===== src/rtl/cache_pkg.sv =====
// Shared types and default geometry for the cache controller.
package cache_pkg;

  localparam int unsigned AddrWidthDef  = 32;
  localparam int unsigned TagWidthDef   = 19;
  localparam int unsigned WordWidthDef  = 8;
  localparam int unsigned StatsWidth    = 16;

  typedef enum logic [2:0] {
    StIdle      = 3'd0,
    StLookup    = 3'd1,
    StWriteback = 3'd2,
    StFill      = 3'd3,
    StRespond   = 3'd4
  } state_e;

  // Index bits are whatever the tag leaves of the address.
  function automatic int unsigned index_size(input int unsigned addr_w, input int unsigned tag_w);
    return addr_w - tag_w;
  endfunction

endpackage


===== src/rtl/cache_ctrl_stats.sv =====
// Saturating hit/miss counters for cache_ctrl (built only with CACHE_CTRL_STATS_EN).
module cache_ctrl_stats
  import cache_pkg::*;
(
  input  logic                  clk,
  input  logic                  rst_b,
  input  logic                  hit_i,
  input  logic                  miss_i,
  output logic [StatsWidth-1:0] hit_count_o,
  output logic [StatsWidth-1:0] miss_count_o
);

  logic [StatsWidth-1:0] hit_q, hit_d, miss_q, miss_d;

  always_comb begin
    hit_d  = hit_q;
    miss_d = miss_q;
    if (hit_i && (hit_q != '1)) begin
      hit_d = hit_q + 1'b1;
    end
    if (miss_i && (miss_q != '1)) begin
      miss_d = miss_q + 1'b1;
    end
  end

  always_ff @(posedge clk or negedge rst_b) begin
    if (!rst_b) begin
      hit_q  <= '0;
      miss_q <= '0;
    end else begin
      hit_q  <= hit_d;
      miss_q <= miss_d;
    end
  end

  assign hit_count_o  = hit_q;
  assign miss_count_o = miss_q;

endmodule


===== src/rtl/cache_ctrl.sv =====
// Sequencer for a direct-mapped write-back cache: lookup, victim writeback, refill.
// Optional hit/miss counters are built when CACHE_CTRL_STATS_EN is defined.
module cache_ctrl
  import cache_pkg::*;
#(
  parameter int unsigned ADDRESS_WORD_SIZE = AddrWidthDef,
  parameter int unsigned TAG_SIZE          = TagWidthDef,
  parameter int unsigned WORD_SIZE         = WordWidthDef
) (
  input  logic                         clk,
  input  logic                         rst_b,
  input  logic                         cpu_req,
  input  logic                         cpu_we,
  input  logic [ADDRESS_WORD_SIZE-1:0] cpu_addr,
  input  logic [WORD_SIZE-1:0]         cpu_wdata,
  output logic                         cpu_ready,
  output logic [WORD_SIZE-1:0]         cpu_rdata,
  output logic                         cpu_err,
  output logic [ADDRESS_WORD_SIZE-1:0] line_addr,
  output logic                         line_try_read,
  output logic                         line_try_write,
  output logic                         line_cache_write,
  output logic [WORD_SIZE-1:0]         line_wdata,
  input  logic                         line_hit,
  input  logic                         line_valid,
  input  logic                         line_dirty,
  input  logic [WORD_SIZE-1:0]         line_rdata,
  input  logic [TAG_SIZE-1:0]          line_victim_tag,
  output logic                         mem_req,
  output logic                         mem_we,
  output logic [ADDRESS_WORD_SIZE-1:0] mem_addr,
  output logic [WORD_SIZE-1:0]         mem_wdata,
  input  logic [WORD_SIZE-1:0]         mem_rdata,
  input  logic                         mem_ack
`ifdef CACHE_CTRL_STATS_EN
  ,
  output logic [StatsWidth-1:0]        hit_count,
  output logic [StatsWidth-1:0]        miss_count
`endif
);

  localparam int unsigned INDEX_SIZE = index_size(ADDRESS_WORD_SIZE, TAG_SIZE);

  state_e                         state_q, state_d;
  logic [ADDRESS_WORD_SIZE-1:0]   addr_q, addr_d;
  logic                           we_q, we_d;
  logic [WORD_SIZE-1:0]           wdata_q, wdata_d;
  logic [WORD_SIZE-1:0]           rdata_q, rdata_d;
  logic                           refill_q, refill_d;
  logic                           err_q, err_d;

  always_ff @(posedge clk or negedge rst_b) begin
    if (!rst_b) begin
      state_q  <= StIdle;
      addr_q   <= '0;
      we_q     <= 1'b0;
      wdata_q  <= '0;
      rdata_q  <= '0;
      refill_q <= 1'b0;
      err_q    <= 1'b0;
    end else begin
      state_q  <= state_d;
      addr_q   <= addr_d;
      we_q     <= we_d;
      wdata_q  <= wdata_d;
      rdata_q  <= rdata_d;
      refill_q <= refill_d;
      err_q    <= err_d;
    end
  end

  always_comb begin
    state_d  = state_q;
    addr_d   = addr_q;
    we_d     = we_q;
    wdata_d  = wdata_q;
    rdata_d  = rdata_q;
    refill_d = refill_q;
    err_d    = err_q;
    unique case (state_q)
      StIdle: begin
        if (cpu_req) begin
          addr_d   = cpu_addr;
          we_d     = cpu_we;
          wdata_d  = cpu_wdata;
          refill_d = 1'b0;
          err_d    = 1'b0;
          state_d  = StLookup;
        end
      end
      StLookup: begin
        if (line_hit) begin
          if (!we_q) begin
            rdata_d = line_rdata;
          end
          state_d = StRespond;
        end else if (refill_q) begin
          // A refill that still misses means the line array is broken; give up.
          err_d   = 1'b1;
          state_d = StRespond;
        end else if (line_valid && line_dirty) begin
          state_d = StWriteback;
        end else begin
          state_d = StFill;
        end
      end
      StWriteback: begin
        if (mem_ack) begin
          state_d = StFill;
        end
      end
      StFill: begin
        if (mem_ack) begin
          refill_d = 1'b1;
          state_d  = StLookup;
        end
      end
      StRespond: state_d = StIdle;
      default:   state_d = StIdle;
    endcase
  end

  always_comb begin
    line_addr        = addr_q;
    line_try_read    = 1'b0;
    line_try_write   = 1'b0;
    line_cache_write = 1'b0;
    line_wdata       = wdata_q;
    mem_req          = 1'b0;
    mem_we           = 1'b0;
    mem_addr         = '0;
    mem_wdata        = '0;
    cpu_ready        = 1'b0;
    cpu_err          = 1'b0;
    unique case (state_q)
      StLookup: begin
        line_try_read  = !we_q;
        line_try_write = we_q;
      end
      StWriteback: begin
        mem_req   = 1'b1;
        mem_we    = 1'b1;
        mem_addr  = {line_victim_tag, addr_q[INDEX_SIZE-1:0]};
        mem_wdata = line_rdata;
      end
      StFill: begin
        mem_req          = 1'b1;
        mem_addr         = addr_q;
        line_wdata       = mem_rdata;
        line_cache_write = mem_ack;
      end
      StRespond: begin
        cpu_ready = 1'b1;
        cpu_err   = err_q;
      end
      default: ;
    endcase
  end

  assign cpu_rdata = rdata_q;

`ifdef CACHE_CTRL_STATS_EN
  logic first_lookup;
  assign first_lookup = (state_q == StLookup) && !refill_q;

  cache_ctrl_stats u_stats (
    .clk          (clk),
    .rst_b        (rst_b),
    .hit_i        (first_lookup && line_hit),
    .miss_i       (first_lookup && !line_hit),
    .hit_count_o  (hit_count),
    .miss_count_o (miss_count)
  );
`endif

endmodule

===== config.mk =====
export PLATFORM = sky130hd
export DESIGN_NAME = cache_ctrl
export DESIGN_NICKNAME = d
export VERILOG_FILES = /design/src/rtl/cache_pkg.sv /design/src/rtl/cache_ctrl_stats.sv /design/src/rtl/cache_ctrl.sv
export SDC_FILE = /design/constraint.sdc
export NUM_CORES = 1
export LEC_CHECK = 0
export ABC_AREA = 0
export CAP_MARGIN = 20
export CORE_MARGIN = 3
export CORE_UTILIZATION = 30
export DETAILED_ROUTE_END_ITERATION = 7
export PLACE_DENSITY = 0.69
export SLEW_MARGIN = 30
export SYNTH_ARGS = -nofsm -noshare
export SYNTH_HDL_FRONTEND = slang
export SYNTH_SLANG_ARGS = --single-unit

===== constraint.sdc =====
create_clock -name clk -period 4.7 [get_ports clk]
set_clock_uncertainty 0.2 [all_clocks]
set_input_delay 0.705 -clock clk [delete_from_list [all_inputs] [get_ports clk]]
set_output_delay 0.705 -clock clk [all_outputs]
set_load 0.005 [all_outputs]

==> results.cfg <==
[route]
wire_per_inst_um = 16.93
num_vias = 2273
first_iter_violations = 40
dr.pass1.iters = 4
drc = 0
highest_layer = met4
met3_length_um = 874
drt-total-wl_um = 8044
wl_met2_um = 3905
viasPerCell = 4.785
drt-met1-wl_um = 3165
detail-route-antenna-nets = 0

[run]
drv_cap = 0

[yosys]
synth_top_area_frac = 0.5005
synthCells = 193
yosysMostFrequentCell = dfrtp_1
avgSynthCellArea_um2 = 13.99
async_flop_share = 1.000
synth_xor_area_frac = 0
ys_ff_latch = 54
synth_edf_count = 0
synth.distinct_cells = 23
synth_area_leaders = dfrtp_1 (50%), mux2_4 (17%), mux2_2 (11%), a22o_1 (6.2%), and2_1 (3.7%)
synthMuxAreaShare = 0.2794
yosysSeqAreaShare = 0.5005
synth_top_family_by_area = multiplexers
yosysTopAreaCell = dfrtp_1
yosys.area_share.adder = 0
synth_ff_type = dfrtp_1
synth-simple-area-share = 0.09592
syn_nets = 276
yosys-top-cells-count = dfrtp_1 (54), mux2_4 (30), mux2_2 (27)
yosysWarnings = 0
syn_area_um2 = 2700
synth_compound_area_frac = 0.07924

[clock_tree]
cts_max_level = 2
clock-sinks = 54
cts.clk_slew.worst_paths_ns = 0.10
ctsResizeCount = 0
cts.path.max_buffers = 2
cts_setup_buffers = 0
cts_tree = built
clk_latency_ns = 0.30
ctsHoldBuffers = 0
cts_root_buffer = clkbuf_8
cts_buffers = 5

[setup_path]
required_ns = 3.80
critical_path_class = flop to primary output
critical_path.max_fanout = 19
crit_arrival_ns = 2.78
end_kind = primary output
cp-start-kind = flop

[floorplan]
fp.dieW_um = 100.9
die_h_um = 100.9
start_util = 0.3190
die_area_um2 = 10170
num_rows = 33
pin_count = 178
core_um2 = 8464

[cells_and_area]
final_nets = 452
drive_gt1_frac = 0.2054
syn_to_final_growth_pct = 71.41
diodes = 0

[global_routing]
antenna_found_initial = 0
grt_use_total = 0.1569
grt_pass1_vias = 2399
grt_pass1_wl_um = 12590
grt_overflow = 0
grt_max_degree = 55

[sta]
holdWs_ns = 0.3189
hold_violations = 0
max_freq_mhz = 271.3
setup_slack_ns = 1.014
worstMarginPinSlew_ns = 0.7584
final_max_slew_viol_count = 0
rsz0062_at_grt = false
fin_crit_sh = 0.7842
slew_headroom = 0.4944
min_period_ns = 3.686
finalSetupViolations = 0
setup_tns_ns = 0

[place]
gp_congestion = 0.6900
io_buffers = 177
place_ws_ns = 1.315
hpwl_um = 6267

[run_status]
outcome = finished clean

[power_and_ir_drop]
p_leak_nw = 1.952
p_per_area_nw_per_um2 = 617.6
ir_worst_vdd_mv = 0.2925

[worst_hold_path]
hp-class = flop to flop
## critical path, cell delays in order, from the launching register on
cell and delay [ns]:
dfrtp_1 0.51, nor2b_2 0.31, buf_4 0.25, and2_1 0.42, buf_4 0.31, a22o_1 0.16, clkdlybuf4s50_1 0.50
## state kept, by name, indices dropped and copies added, names as in the netlist
name and cells:
cpu_rdata 8, we_q 1, wdata_q 8, line_addr 32, refill_q 1, state_q 3, err_q 1
## worst paths after layout
path | from | to | slack, ns | cells past startpoint
setup reg to reg | state_q[0]$_DFFE_PN0P_ | line_addr[17]$_DFFE_PN0P_ | 2.68 | 3
setup / recovery | state_q[1]$_DFFE_PN0P_ | mem_addr[15] | 1.01 | 6
hold reg to reg | cpu_rdata[7]$_DFFE_PN0P_ | cpu_rdata[7]$_DFFE_PN0P_ | 0.32 | 1
min in group asynchronous | rst_b | line_addr[23]$_DFFE_PN0P_ | 0.33 | 2
max in group asynchronous | rst_b | refill_q$_DFFE_PN0P_ | 3.53 | 2
hold / removal | cpu_rdata[7]$_DFFE_PN0P_ | cpu_rdata[7]$_DFFE_PN0P_ | 0.32 | 1
## layout make-up
type	count	area, um^2
clock inverter	2	12.51
fill	741	3836
inverter	3	11.26
tap	105	131.4
clock buffer	6	82.58
timing repair buffer	183	1812
multi-input combinational	122	1227
sequential	54	1351
## placed cells by master (no fill, tap or decap), drive strengths merged, types with 2 or more instances in the layout
cell type,synthesis,final
a22o,19,19
nand2,3,3
dfrtp,54,54
and2,16,16
nor3b,2,2
buf,11,7
and3,10,10
clkbuf,3,6
inv,3,3
mux2,57,57
clkdlybuf4s50,0,176
nor2,6,6
## logic make-up after synthesis
logic type,after synthesis
AO/OA/AOI/OAI,25
flip-flops,54
AND/OR/NAND/NOR,40
buffers and inverters,17
multiplexers,57
## stage by stage
step             util  cell area [um^2]  instances  power (mW)
2_1_floorplan       -              2700        193       1.677
3_3_place_gp   0.5347              4526        466       2.589
3_5_place_dp   0.5347              4526        466       2.617
4_1_cts        0.5459              4621        474       2.903
5_1_grt        0.5468              4628        475       3.055
6_report       0.5468              4628        475       2.858
## per-layer routing
layer,track usage,vias up
li1,-,1051
met1,0.1871,1088
met2,0.2699,125
met3,0.05329,9
met4,0.04041,0
met5,0,-
## report_power, final
| part | leakage, nW | switching, mW | internal, mW |
|---|---|---|---|
| clock | 0.0472 | 0.149 | 0.119 |
| combinational | 1.26 | 0.513 | 1.17 |
| sequential | 0.641 | 0.202 | 0.704 |
Note: power is estimated with default switching activity, not from simulation.
